==> src/rtl/mc_control_pkg.sv <==
// Shared types and constants for the multi-cycle control sequencer:
// FSM states, instruction classes, opcodes, ALU codes and fault codes.
package mc_control_pkg;

  typedef enum logic [2:0] {
    IDLE   = 3'd0,
    FETCH  = 3'd1,
    DECODE = 3'd2,
    EXEC   = 3'd3,
    MEM    = 3'd4,
    WB     = 3'd5,
    FAULT  = 3'd6
  } state_t;

  typedef enum logic [2:0] {
    CL_R   = 3'd0,
    CL_BR  = 3'd1,
    CL_SW  = 3'd2,
    CL_LW  = 3'd3,
    CL_LUI = 3'd4,
    CL_I   = 3'd5
  } iclass_t;

  localparam logic [6:0] OP_R   = 7'b1110011;
  localparam logic [6:0] OP_BR  = 7'b1101011;
  localparam logic [6:0] OP_SW  = 7'b1100011;
  localparam logic [6:0] OP_LW  = 7'b1000011;
  localparam logic [6:0] OP_LUI = 7'b0110000;
  localparam logic [6:0] OP_I   = 7'b0011111;

  // R-type codes without a common mnemonic are named after their funct3.
  localparam logic [3:0] ALU_F000  = 4'b0000;
  localparam logic [3:0] ALU_OR    = 4'b0001;
  localparam logic [3:0] ALU_XOR   = 4'b0010;
  localparam logic [3:0] ALU_F101  = 4'b0011;
  localparam logic [3:0] ALU_F110  = 4'b0100;
  localparam logic [3:0] ALU_SUB   = 4'b0101;
  localparam logic [3:0] ALU_ADD   = 4'b0110;
  localparam logic [3:0] ALU_F111  = 4'b0111;
  localparam logic [3:0] ALU_CMPEQ = 4'b1000;
  localparam logic [3:0] ALU_CMPLT = 4'b1001;
  localparam logic [3:0] ALU_LUI   = 4'b1100;

  localparam logic [1:0] FLT_NONE    = 2'b00;
  localparam logic [1:0] FLT_ILLEGAL = 2'b01;
  localparam logic [1:0] FLT_IMEM    = 2'b10;
  localparam logic [1:0] FLT_DMEM    = 2'b11;

endpackage

==> src/rtl/mc_alu_decode.sv <==
// Combinational instruction decoder: opcode/funct3/bit30 to ALU control,
// operand select, writeback source, instruction class and illegal flag.
module mc_alu_decode
  import mc_control_pkg::*;
(
  input  logic [6:0] i_opcode,
  input  logic [2:0] i_funct3,
  input  logic       i_bit30,
  output logic [3:0] o_alu_control,
  output logic       o_alusrc,
  output logic       o_mem_to_reg,
  output iclass_t    o_class,
  output logic       o_illegal
);

  always_comb begin
    o_alu_control = ALU_F000;
    o_alusrc      = 1'b0;
    o_mem_to_reg  = 1'b0;
    o_class       = CL_R;
    o_illegal     = 1'b0;
    case (i_opcode)
      OP_R: begin
        o_class = CL_R;
        if (i_bit30) begin
          o_alu_control = ALU_SUB;
        end else begin
          case (i_funct3)
            3'b000:  o_alu_control = ALU_F000;
            3'b001:  o_alu_control = ALU_ADD;
            3'b010:  o_alu_control = ALU_OR;
            3'b100:  o_alu_control = ALU_XOR;
            3'b101:  o_alu_control = ALU_F101;
            3'b110:  o_alu_control = ALU_F110;
            3'b111:  o_alu_control = ALU_F111;
            default: o_illegal     = 1'b1;
          endcase
        end
      end
      OP_BR: begin
        o_class = CL_BR;
        case (i_funct3)
          3'b000:  o_alu_control = ALU_CMPEQ;
          3'b001:  o_alu_control = ALU_CMPLT;
          default: o_illegal     = 1'b1;
        endcase
      end
      OP_SW, OP_LW: begin
        o_class       = (i_opcode == OP_LW) ? CL_LW : CL_SW;
        o_alusrc      = 1'b1;
        o_mem_to_reg  = (i_opcode == OP_LW);
        o_alu_control = ALU_ADD;
        o_illegal     = (i_funct3 != 3'b010);
      end
      OP_LUI: begin
        o_class       = CL_LUI;
        o_alu_control = ALU_LUI;
        o_alusrc      = 1'b1;
      end
      OP_I: begin
        o_class  = CL_I;
        o_alusrc = 1'b1;
        case (i_funct3)
          3'b000:  o_alu_control = ALU_ADD;
          3'b001:  o_alu_control = ALU_OR;
          3'b010:  o_alu_control = ALU_XOR;
          default: o_illegal     = 1'b1;
        endcase
      end
      default: o_illegal = 1'b1;
    endcase
  end

endmodule

==> src/rtl/mc_control_fsm.sv <==
// Multi-cycle control sequencer FETCH/DECODE/EXEC/MEM/WB with memory timeouts.
// Define MC_CONTROL_PERF_EN to add the instret and stall_cnt counters.
module mc_control_fsm
  import mc_control_pkg::*;
#(
  parameter int MEM_TIMEOUT = 16,
  parameter int CNT_W       = 8
) (
  input  logic        clk,
  input  logic        rst_n,
  input  logic        run,
  input  logic [31:0] instr,
  output logic        imem_req,
  input  logic        imem_ready,
  input  logic        dmem_ready,
  input  logic        branch_taken,
  output logic        ir_we,
  output logic        pc_we,
  output logic        pc_sel,
  output logic [3:0]  alu_control,
  output logic        alusrc,
  output logic        mem_to_reg,
  output logic        reg_write,
  output logic        mem_read,
  output logic        mem_write,
  output logic        busy,
  output logic [1:0]  fault
`ifdef MC_CONTROL_PERF_EN
  ,
  output logic [31:0] instret,
  output logic [31:0] stall_cnt
`endif
);

  state_t     r_state, w_next_state, w_retire_state;
  logic [31:0] r_ir;
  logic [CNT_W-1:0] r_cnt;
  logic [1:0] r_fault, w_next_fault;
  logic [3:0] w_alu_control;
  logic       w_alusrc, w_mem_to_reg, w_illegal, w_timeout, w_stall, w_retire;
  iclass_t    w_class;
  logic       w_unused_ir;

  mc_alu_decode u_decode (
    .i_opcode      (r_ir[6:0]),
    .i_funct3      (r_ir[14:12]),
    .i_bit30       (r_ir[30]),
    .o_alu_control (w_alu_control),
    .o_alusrc      (w_alusrc),
    .o_mem_to_reg  (w_mem_to_reg),
    .o_class       (w_class),
    .o_illegal     (w_illegal)
  );

  assign w_unused_ir    = &{1'b0, r_ir[31], r_ir[29:15], r_ir[11:7]};
  assign w_timeout      = (r_cnt == CNT_W'(MEM_TIMEOUT - 1));
  assign w_retire_state = run ? FETCH : IDLE;
  assign w_stall        = ((r_state == FETCH) && !imem_ready) ||
                          ((r_state == MEM) && !dmem_ready);
  assign w_retire       = ((r_state == EXEC) && (w_class == CL_BR)) ||
                          ((r_state == MEM) && (w_class == CL_SW) && dmem_ready) ||
                          (r_state == WB);
  assign fault          = r_fault;

  always_ff @(posedge clk or negedge rst_n) begin
    if (!rst_n) begin
      r_state <= IDLE;
      r_ir    <= '0;
      r_cnt   <= '0;
      r_fault <= FLT_NONE;
    end else begin
      r_state <= w_next_state;
      r_fault <= w_next_fault;
      if ((r_state == FETCH) && imem_ready) r_ir <= instr;
      if (w_next_state != r_state) r_cnt <= '0;
      else if (w_stall)            r_cnt <= r_cnt + CNT_W'(1);
    end
  end

  // Ready on the limit cycle beats the timeout.
  always_comb begin
    w_next_state = r_state;
    w_next_fault = r_fault;
    case (r_state)
      IDLE:   if (run) w_next_state = FETCH;
      FETCH: begin
        if (imem_ready) w_next_state = DECODE;
        else if (w_timeout) begin
          w_next_state = FAULT;
          w_next_fault = FLT_IMEM;
        end
      end
      DECODE: begin
        if (w_illegal) begin
          w_next_state = FAULT;
          w_next_fault = FLT_ILLEGAL;
        end else begin
          w_next_state = EXEC;
        end
      end
      EXEC: begin
        if (w_class == CL_BR)                              w_next_state = w_retire_state;
        else if ((w_class == CL_SW) || (w_class == CL_LW)) w_next_state = MEM;
        else                                               w_next_state = WB;
      end
      MEM: begin
        if (dmem_ready) w_next_state = (w_class == CL_LW) ? WB : w_retire_state;
        else if (w_timeout) begin
          w_next_state = FAULT;
          w_next_fault = FLT_DMEM;
        end
      end
      WB:      w_next_state = w_retire_state;
      FAULT:   w_next_state = FAULT;
      default: w_next_state = IDLE;
    endcase
  end

  // Memory handshake: a request stays high every cycle until its ready is
  // seen high in the same cycle; ready outside a request cycle is ignored.
  always_comb begin
    imem_req    = 1'b0;
    ir_we       = 1'b0;
    pc_we       = 1'b0;
    pc_sel      = 1'b0;
    alu_control = 4'b0000;
    alusrc      = 1'b0;
    mem_to_reg  = 1'b0;
    reg_write   = 1'b0;
    mem_read    = 1'b0;
    mem_write   = 1'b0;
    busy        = 1'b0;
    if ((r_state == DECODE) || (r_state == EXEC) || (r_state == MEM) || (r_state == WB)) begin
      busy        = 1'b1;
      alu_control = w_alu_control;
      alusrc      = w_alusrc;
      mem_to_reg  = w_mem_to_reg;
    end
    case (r_state)
      FETCH: begin
        busy     = 1'b1;
        imem_req = 1'b1;
        ir_we    = imem_ready;
      end
      EXEC: begin
        if (w_class == CL_BR) begin
          pc_we  = 1'b1;
          pc_sel = branch_taken;
        end
      end
      MEM: begin
        mem_read  = (w_class == CL_LW);
        mem_write = (w_class == CL_SW);
        pc_we     = (w_class == CL_SW) && dmem_ready;
      end
      WB: begin
        reg_write = 1'b1;
        pc_we     = 1'b1;
      end
      default: ;
    endcase
  end

`ifdef MC_CONTROL_PERF_EN
  logic [31:0] r_instret, r_stall_cnt;

  always_ff @(posedge clk or negedge rst_n) begin
    if (!rst_n) begin
      r_instret   <= '0;
      r_stall_cnt <= '0;
    end else begin
      if (w_retire) r_instret   <= r_instret + 32'd1;
      if (w_stall)  r_stall_cnt <= r_stall_cnt + 32'd1;
    end
  end

  assign instret   = r_instret;
  assign stall_cnt = r_stall_cnt;
`else
  logic w_unused_retire;
  assign w_unused_retire = w_retire;
`endif

endmodule

==> config.mk <==
export PLATFORM = sky130hd
export DESIGN_NAME = mc_control_fsm
export DESIGN_NICKNAME = d
export VERILOG_FILES = /design/src/rtl/mc_control_pkg.sv /design/src/rtl/mc_alu_decode.sv /design/src/rtl/mc_control_fsm.sv
export SDC_FILE = /design/constraint.sdc
export NUM_CORES = 1
export LEC_CHECK = 0
export CORE_ASPECT_RATIO = 2
export CORE_MARGIN = 5
export CORE_UTILIZATION = 43
export CTS_CLUSTER_SIZE = 40
export DETAILED_ROUTE_END_ITERATION = 16
export PLACE_DENSITY = 0.77
export SLEW_MARGIN = 20
export SYNTH_ARGS = -nofsm -noshare
export SYNTH_HDL_FRONTEND = slang
export SYNTH_SLANG_ARGS = --single-unit
==> constraint.sdc <==
create_clock -name clk -period 1.8 [get_ports clk]
set_clock_uncertainty 0.05 [all_clocks]
set_input_delay 0.45 -clock clk [delete_from_list [all_inputs] [get_ports clk]]
set_output_delay 0.45 -clock clk [all_outputs]
set_load 0.01 [all_outputs]
==> results of run 1 <==
-- registers in the layout, summed over array words and instances (netlist names) --
register / flops
r_ir: 11
r_cnt: 8
r_state: 3
fault: 2
-- layout make-up --
| type | count | area (um^2) |
|---|---|---|
| tap | 52 | 65.1 |
| fill | 212 | 694 |
| timing repair buffer | 128 | 1160 |
| clock buffer | 3 | 41.3 |
| sequential | 24 | 606 |
| inverter | 4 | 15.0 |
| multi-input combinational | 154 | 1520 |
| clock inverter | 1 | 30.0 |
-- worst max path at each step --
stage                  from              to  slack (ns)  cells past startpoint
global route        r_ir[2]  alu_control[0]       -0.83                      8
floorplan           r_ir[2]           pc_we       -0.15                      4
detailed placement  r_ir[2]  alu_control[1]       -0.73                      6
global placement    r_ir[2]  alu_control[2]       -0.67                      6
CTS                 r_ir[2]  alu_control[0]       -0.67                      8
finish              r_ir[2]  alu_control[0]       -0.77                      8
-- metrics by stage --
step	TNS [ns]	hold WS [ns]	instance area [um^2]	cells	util
floorplan	-1.25	0.104	1900	193	-
global placement	-15.36	0.438	2750	336	0.666
detailed placement	-16.39	0.443	2750	336	0.666
CTS	-11.91	0.470	3090	352	0.748
global route	-16.68	0.477	3430	366	0.832
finish	-14.85	0.468	3430	366	0.832
-- per-layer routing --
metal / GRT usage / vias up / part of all wire
met1: 0.241 / 1131 / 0.32
met2: 0.512 / 107 / 0.57
met4: 0.168 / 0 / 0.078
met3: 0.0451 / 53 / 0.037
met5: 0 / - / 0
li1: - / 982 / -
-- repair_timing --
action,in CTS,in global routing
gates cloned,0,2
endpoints found under the setup margin,37,38
pin swaps,24,13
resized for setup,107,46
buffers inserted,13,15
-- cells by family (layout without fill, tap and decap cells) --
family          Yosys count  in the layout  share of synthesized area
simple gates             80             80                      0.253
flops                    24             24                      0.324
buf+inv                  15            136                     0.0439
fa+ha+maj                 1              1                    0.00675
compound gates           51             51                      0.244
mux                      14             14                     0.0905
xor+xnor                  8              8                     0.0378
-- cell usage in the layout, fill, tap and decap left out, types with 4 or more instances in the layout --
cell,n
inv_1,4
a21oi_1,8
nand2_1,12
and2_4,4
clkdlybuf4s50_1,18
dfrtp_2,4
buf_4,71
buf_6,27
a211oi_2,8
nor3_2,4
mux2_4,10
xor2_1,7
buf_2,7
or3b_1,4
dfrtp_1,20
nand3_1,6
nor2_1,8
-- power breakdown --
part / leakage, nW / internal, mW / switching [mW]
Clock: 0.0357 / 0.298 / 0.183
Combinational: 1.17 / 1.90 / 1.74
Sequential: 0.296 / 0.727 / 0.262
==> flow_metrics.py, run 1 <==
metrics = {
    "critical_path": {
        "path_common_cell": "buf_4",
        "path_delay_family": "simple AND/OR/NAND/NOR gates",
        "reg2reg_to": "r_cnt[0]",
        "slowest_stage": "dfrtp_1",
        "critical_path_arrival_ns": 2.07,
        "r2r_start": "r_ir[2]",
        "critPathCaptureType": "output port",
        "critPathLaunchType": "register",
        "worstPathRequired_ns": 1.30,
        "rr_worst_depth": 8,
        "path_cells": "buf_4 > nand4bb_4 > buf_4 > nor4_2 > a31oi_4 > o22ai_1 > and2_4 > buf_6",
        "path_max_fanout": 4,
        "regToRegSetupSlack_ns": -0.68,
        "cpPeakStageDelay_ns": 0.43,
        "critical_path_class": "register to output port",
        "cp.buffers_inverters": 3,
    },
    "die": {
        "core_area_mm2": 0.00413,
        "floorplan.initialDensity": 0.449,
        "rows": 33,
        "die-area_mm2": 0.00580,
        "dieWidth_um": 56.4,
        "ioPinCount": 54,
        "die_y_um": 103,
    },
    "sta": {
        "setup_viol": 32,
        "final-hold-violation-count": 0,
        "layout_setup_ws_ns": -0.772,
        "min_period_over_period": 1.43,
        "slew_headroom": 0.593,
        "fin_crit_ns": 2.57,
        "worst_slew_pin_slew_ns": 0.605,
        "max_freq_ghz": 0.389,
        "rsz0062_at_grt": "yes",
        "slew_viol_final": 0,
    },
    "global_routing": {
        "antenna_found_initial": 0,
        "grt_max_degree": 25,
        "grt_pass1_vias": 2379,
        "grt_util_all_layers": 0.262,
        "grt_pass1_wl_mm": 11.7,
        "grt_overflow": 0,
    },
    "outcome": {
        "status": "finished with violations",
        "violations": "setup timing",
    },
    "power_and_ir_drop": {
        "powerDensity_mw_per_mm2": 1490,
        "p_total_mw": 5.11,
        "leakage_nw": 1.50,
        "peakVddDrop_mv": 0.969,
    },
    "clock_tree": {
        "cts.sinks": 24,
        "clk_latency_ns": 0.27,
        "cts_root_buf": "clkbuf_8",
        "cts_tree": "built",
        "cts_buffers": 3,
        "h-tree-depth": 1,
        "clk_pin_slew_worst_paths_ns": 0.09,
        "cts_buffer_depth": 2,
        "postCtsHoldBufs": 0,
    },
    "routing": {
        "first_pass_iters": 4,
        "ant_nets": 0,
        "via_per_inst": 6.21,
        "first_iter_violations": 147,
        "routedWlPerCell_um": 23.1,
        "wirelength_mm": 8.44,
        "drc": 0,
        "vias": 2273,
    },
    "synthesis": {
        "synthTopCellsByCount": "24 x dfrtp_1, 16 x nand2_1, 13 x nor2_1, 12 x mux2_2",
        "ys_ff_latch": 24,
        "yosysWarnings": 0,
        "syn_area_mm2": 0.00185,
        "synth_area_leaders": "dfrtp_1 32%, mux2_2 7.3%, a211oi_1 4.1%",
        "synth_cells": 193,
        "async_reset_ff_frac": 1.00,
        "synth.most_common_cell": "dfrtp_1",
        "syn_avg_cell_area_um2": 9.60,
        "ys_seq_area_frac": 0.324,
        "syn_nets": 232,
        "ys.flop_type": "dfrtp_1",
        "synth_area_leader_cell": "dfrtp_1",
        "synth.top_cell.area_share": 0.324,
        "synthDistinctLibCells": 60,
        "synth-edff-count": 0,
    },
    "flow_run": {
        "maxCapViolations": 0,
    },
    "placement": {
        "io_buffer_count": 32,
        "place_congestion": 0.930,
        "dp_slack_ns": -0.733,
        "place_hpwl_mm": 4.65,
    },
    "hold_path": {
        "hold_depth": 1,
        "worstHoldPathType": "register to register",
        "min_from": "fault[1]",
        "whs_endpoint": "fault[1]",
    },
    "finish": {
        "syn_to_final_growth_pct": 85.3,
        "drive_gt1_frac": 0.611,
        "nets": 354,
        "antenna_cells": 0,
    },
}
Power figures use the tool's default switching activity.
==> run 2: changes to the inputs <==
--- a/config.mk
+++ b/config.mk
@@ -7,10 +7,11 @@
 export LEC_CHECK = 0
 export CORE_ASPECT_RATIO = 2
 export CORE_MARGIN = 5
-export CORE_UTILIZATION = 43
+export CORE_UTILIZATION = 49
+export CTS_BUF_LIST = sky130_fd_sc_hd__clkbuf_8
 export CTS_CLUSTER_SIZE = 40
 export DETAILED_ROUTE_END_ITERATION = 16
-export PLACE_DENSITY = 0.77
+export PLACE_DENSITY = 0.82
 export SLEW_MARGIN = 20
 export SYNTH_ARGS = -nofsm -noshare
 export SYNTH_HDL_FRONTEND = slang
==> constraint.sdc (replaced) <==
create_clock -name clk -period 2.9 [get_ports clk]
set_clock_uncertainty 0.05 [all_clocks]
set_input_delay 0.725 -clock clk [delete_from_list [all_inputs] [get_ports clk]]
set_output_delay 0.725 -clock clk [all_outputs]
set_load 0.01 [all_outputs]
==> flow_metrics.py, run 2 (synthesized netlist as in run 1, its figures left out) <==
metrics = {
    "placement": {
        "place_congestion": 0.862,
        "place_inst": 277,
        "dp_slack_ns": 0.0406,
        "place_hpwl_mm": 3.86,
        "io_buffer_count": 32,
    },
    "critical_path": {
        "r2r_start": "r_state[2]",
        "worstPathRequired_ns": 2.12,
        "critPathCaptureType": "output port",
        "rr_worst_depth": 6,
        "critical_path_arrival_ns": 2.08,
        "path_max_fanout": 5,
        "regToRegSetupSlack_ns": 0.60,
        "reg2reg_to": "r_cnt[7]",
        "critical_path_class": "register to output port",
        "critPathLaunchType": "register",
    },
    "sta": {
        "max_freq_ghz": 0.350,
        "fin_crit_ns": 2.85,
        "holdWs_ns": 0.470,
        "rsz0062_at_grt": "yes",
        "setup_viol": 0,
        "final-hold-violation-count": 0,
        "worst_slew_pin_slew_ns": 0.493,
        "min_period_over_period": 0.984,
        "layout_setup_ws_ns": 0.0467,
        "slew_headroom": 0.669,
        "slew_viol_final": 0,
    },
    "clock_tree": {
        "cts_buffers": 3,
        "postCtsHoldBufs": 0,
        "cts_buffer_depth": 2,
        "cts.sinks": 24,
        "clk_latency_ns": 0.27,
        "cts_root_buf": "clkbuf_8",
        "h-tree-depth": 1,
        "clk_pin_slew_worst_paths_ns": 0.10,
        "cts_tree": "built",
    },
    "hold_path": {
        "worstHoldPathType": "register to register",
        "min_from": "fault[0]",
        "whs_endpoint": "fault[0]",
        "hold_depth": 2,
    },
    "global_routing": {
        "grt_pass1_vias": 1808,
        "grt_pass1_wl_mm": 8.63,
        "grt_max_degree": 25,
        "grt_util_all_layers": 0.217,
        "antenna_found_initial": 0,
        "grt_overflow": 0,
    },
    "routing": {
        "first_pass_iters": 4,
        "routedWlPerCell_um": 18.4,
        "vias": 1755,
        "drc": 0,
        "wirelength_mm": 5.29,
        "first_iter_violations": 77,
        "ant_nets": 0,
        "via_per_inst": 6.11,
    },
    "finish": {
        "nets": 278,
        "drive_gt1_frac": 0.290,
        "largest_reg_flops": 11,
        "mostFrequentLayoutCells": "23 x clkdlybuf4s50_1, 20 x buf_4, 17 x dfrtp_1",
        "syn_to_final_growth_pct": 31.8,
        "top_regs": "r_ir x11, r_cnt x8, r_state x3",
        "stdcell_count": 287,
        "largest_register": "r_ir",
        "final_common_cell": "clkdlybuf4s50_1",
        "antenna_cells": 0,
    },
    "die": {
        "core_area_mm2": 0.00365,
        "die_y_um": 97.0,
        "dieWidth_um": 53.5,
        "ioPinCount": 54,
        "die-area_mm2": 0.00519,
        "rows": 31,
        "floorplan.initialDensity": 0.508,
    },
    "power_and_ir_drop": {
        "leakage_nw": 1.01,
        "peakVddDrop_mv": 0.517,
        "powerDensity_mw_per_mm2": 870,
        "p_total_mw": 2.12,
    },
    "flow_run": {
        "maxCapViolations": 0,
    },
    "outcome": {
        "status": "finished clean",
    },
}
[run 2: cell count changes in the layout (fill, tap and decap cells not counted), moves of 5 or more]
cell and delta:
a211oi_1 +7, clkdlybuf4s50_1 +5, buf_6 -27, buf_4 -51, buf_2 -7, a211oi_2 -7
mux2_2 +10, mux2_4 -10
[run 2: worst max-delay path, stage by stage (launching register included)]
cell             delay, ns
dfrtp_1               0.44
or3b_4                0.44
o32ai_4               0.25
nor2_1                0.09
nor2_1                0.15
o31a_1                0.19
clkdlybuf4s15_1       0.25
[run 2: power breakdown]
part | internal, mW | total [mW] | switching, mW
logic | 0.579 | 1.16 | 0.582
clock network | 0.185 | 0.305 | 0.120
registers | 0.455 | 0.660 | 0.205
[run 2: worst max-delay path by stage]
stage          startpoint        endpoint  slack (ns)  cells past startpoint
3_5_place_dp      r_ir[3]           pc_we        0.04                      5
4_1_cts           r_ir[2]  alu_control[2]       -0.19                      6
6_report          r_ir[3]  alu_control[1]        0.05                      6
5_1_grt           r_ir[3]  alu_control[1]       -0.04                      6
3_3_place_gp      r_ir[3]           pc_we        0.07                      5
2_1_floorplan     r_ir[3]           pc_we        0.60                      4
[run 2: stage by stage]
stage | setup TNS [ns] | area [um^2] | util
after floorplan | 0 | 1850 | -
after global placement | 0 | 2270 | 0.624
after detailed placement | 0 | 2270 | 0.624
after CTS | -0.257 | 2360 | 0.647
after global routing | -0.0386 | 2440 | 0.670
final | 0 | 2440 | 0.670
[run 2: what timing repair did]
| item | 4_1_cts | 5_1_grt |
|---|---|---|
| gates cloned | 0 | 0 |
| resized for setup | 8 | 21 |
| endpoints found under the setup margin | 8 | 8 |
| setup buffers | 2 | 4 |
| pin swaps | 2 | 1 |
[run 2: area by class of cell]
class | count | area [um^2]
clock inverter | 1 | 30.0
multi-input combinational | 154 | 1220
sequential | 24 | 609
clock buffer | 3 | 41.3
timing repair buffer | 52 | 464
tap | 49 | 61.3
inverter | 4 | 15.0
fill | 311 | 1200
[run 2: layer usage]
metal | wire length [um] | GRT usage | vias to the layer above | share of wire
met4 | 282 | 0.120 | 0 | 0.053
met3 | 222 | 0.0262 | 26 | 0.042
met2 | 2930 | 0.378 | 83 | 0.55
li1 | - | - | 826 | -
met5 | 0 | 0 | - | 0
met1 | 1850 | 0.236 | 820 | 0.35
==> run 3: changes to the inputs <==
--- a/config.mk
+++ b/config.mk
@@ -12,6 +12,7 @@
 export CTS_CLUSTER_SIZE = 40
 export DETAILED_ROUTE_END_ITERATION = 16
 export PLACE_DENSITY = 0.82
+export SETUP_SLACK_MARGIN = 0.3
 export SLEW_MARGIN = 20
 export SYNTH_ARGS = -nofsm -noshare
 export SYNTH_HDL_FRONTEND = slang
==> flow_metrics.py, run 3 (synthesized netlist as in run 1, its figures left out) <==
metrics = {
    "critical_path": {
        "critical_path_class": "register to output port",
        "worstPathRequired_ns": 2.12,
        "critical_path_arrival_ns": 1.96,
        "critPathCaptureType": "output port",
        "critPathLaunchType": "register",
        "path_max_fanout": 6,
    },
    "die": {
        "ioPinCount": 54,
        "die_y_um": 97.0,
        "die-area_mm2": 0.00519,
        "floorplan.initialDensity": 0.508,
        "dieWidth_um": 53.5,
        "rows": 31,
        "core_area_mm2": 0.00365,
    },
    "routing": {
        "first_iter_violations": 101,
        "vias": 1935,
        "drc": 0,
        "first_pass_iters": 5,
        "routedWlPerCell_um": 19.6,
        "via_per_inst": 6.41,
        "ant_nets": 0,
        "wirelength_mm": 5.92,
    },
    "finish": {
        "fillers": 275,
        "drive_gt1_frac": 0.387,
        "largest_register": "r_ir",
        "syn_to_final_growth_pct": 40.4,
        "antenna_cells": 0,
        "mostFrequentLayoutCells": "29 x buf_4, 21 x clkdlybuf4s50_1, 17 x dfrtp_1",
        "top_regs": "r_ir x11, r_cnt x8, r_state x3",
        "final_common_cell": "buf_4",
        "nets": 293,
        "largest_reg_flops": 11,
    },
    "sta": {
        "fin_crit_ns": 2.74,
        "slew_headroom": 0.653,
        "max_freq_ghz": 0.365,
        "layout_setup_ws_ns": 0.161,
        "rsz0062_at_grt": "yes",
        "slew_viol_final": 0,
        "min_period_over_period": 0.945,
        "tns_ns": 0,
        "setup_viol": 0,
        "worst_slew_pin_slew_ns": 0.516,
        "final-hold-violation-count": 0,
    },
    "clock_tree": {
        "cts_buffers": 3,
        "cts_buffer_depth": 2,
        "cts_tree": "built",
        "clk_pin_slew_worst_paths_ns": 0.09,
        "h-tree-depth": 1,
        "clk_latency_ns": 0.27,
        "postCtsHoldBufs": 0,
        "cts.sinks": 24,
        "cts_root_buf": "clkbuf_8",
    },
    "global_routing": {
        "antenna_found_initial": 0,
        "grt_overflow": 0,
        "grt_pass1_wl_mm": 9.15,
        "grt_max_degree": 25,
        "grt_util_all_layers": 0.233,
        "grt_pass1_vias": 1923,
    },
    "flow_run": {
        "maxCapViolations": 0,
    },
    "placement": {
        "place_congestion": 0.862,
        "io_buffer_count": 32,
        "place_hpwl_mm": 3.86,
        "dp_slack_ns": 0.0406,
    },
    "power_and_ir_drop": {
        "leakage_nw": 1.07,
        "powerDensity_mw_per_mm2": 902,
        "peakVddDrop_mv": 0.561,
    },
    "hold_path": {
        "worstHoldPathType": "register to register",
    },
    "outcome": {
        "status": "finished clean",
    },
}
## run 3: cell types whose count changed in the layout (fill, tap and decap cells not counted), sizes merged
cell / change
clkdlybuf4s15: -1
buf: +20
dlymetal6s2s: -3
clkbuf: +1
clkdlybuf4s50: -2
## run 3: cell type report
type                       instances  area (um^2)  share of cell area
timing repair buffer              67          561               0.215
multi-input combinational        154         1280               0.494
inverter                           4         15.0             0.00577
tap                               49         61.3              0.0236
clock buffer                       3         41.3              0.0159
clock inverter                     1         30.0              0.0115
sequential                        24          609               0.234
## run 3: stage by stage
stage	hold WS (ns)	instances	util	cell area (um^2)	total power, mW
floorplan	0.379	193	-	1850	1.34
global placement	0.436	277	0.624	2270	1.65
detailed placement	0.464	277	0.624	2270	1.68
CTS	0.479	293	0.690	2520	2.19
global route	0.489	302	0.714	2600	2.47
finish	0.465	302	0.714	2600	2.35
## run 3: timing repair
item                                    in CTS  in global routing
pin swaps                                    9                 11
setup buffers                               12                  9
resized for setup                           52                 18
endpoints found under the setup margin      14                 11
## run 3: worst max-delay path, cell delays in order (launching register included)
cell	delay, ns
dfrtp_2	0.45
or4b_4	0.58
nor2_4	0.13
and3_4	0.21
a32o_1	0.18
buf_2	0.13
## run 3: final timing paths
kind | startpoint | end | slack, ns | depth (start not counted)
worst min register to register | fault[1] | fault[1] | 0.47 | 1
worst min-delay path | fault[1] | fault[1] | 0.47 | 1
worst max-delay path | r_ir[4] | pc_we | 0.16 | 5
max in group asynchronous | rst_n | r_ir[6] | 1.78 | 2
worst max register to register | r_ir[4] | r_cnt[2] | 0.45 | 8
min in group asynchronous | rst_n | r_ir[0] | 0.76 | 2
## run 3: layer usage
metal | routed length (um) | GRT usage | vias to the layer above | part of all wire
met5 | 0 | 0 | - | 0
met4 | 337 | 0.163 | 0 | 0.057
met3 | 322 | 0.0246 | 33 | 0.054
met2 | 3330 | 0.411 | 110 | 0.56
met1 | 1940 | 0.234 | 931 | 0.33
li1 | - | - | 861 | -
## run 3: where the power goes
| group | switching, mW | internal [mW] | leakage, nW |
|---|---|---|---|
| clock network | 0.115 | 0.185 | 0.0357 |
| logic | 0.712 | 0.702 | 0.745 |
| registers | 0.176 | 0.455 | 0.293 |
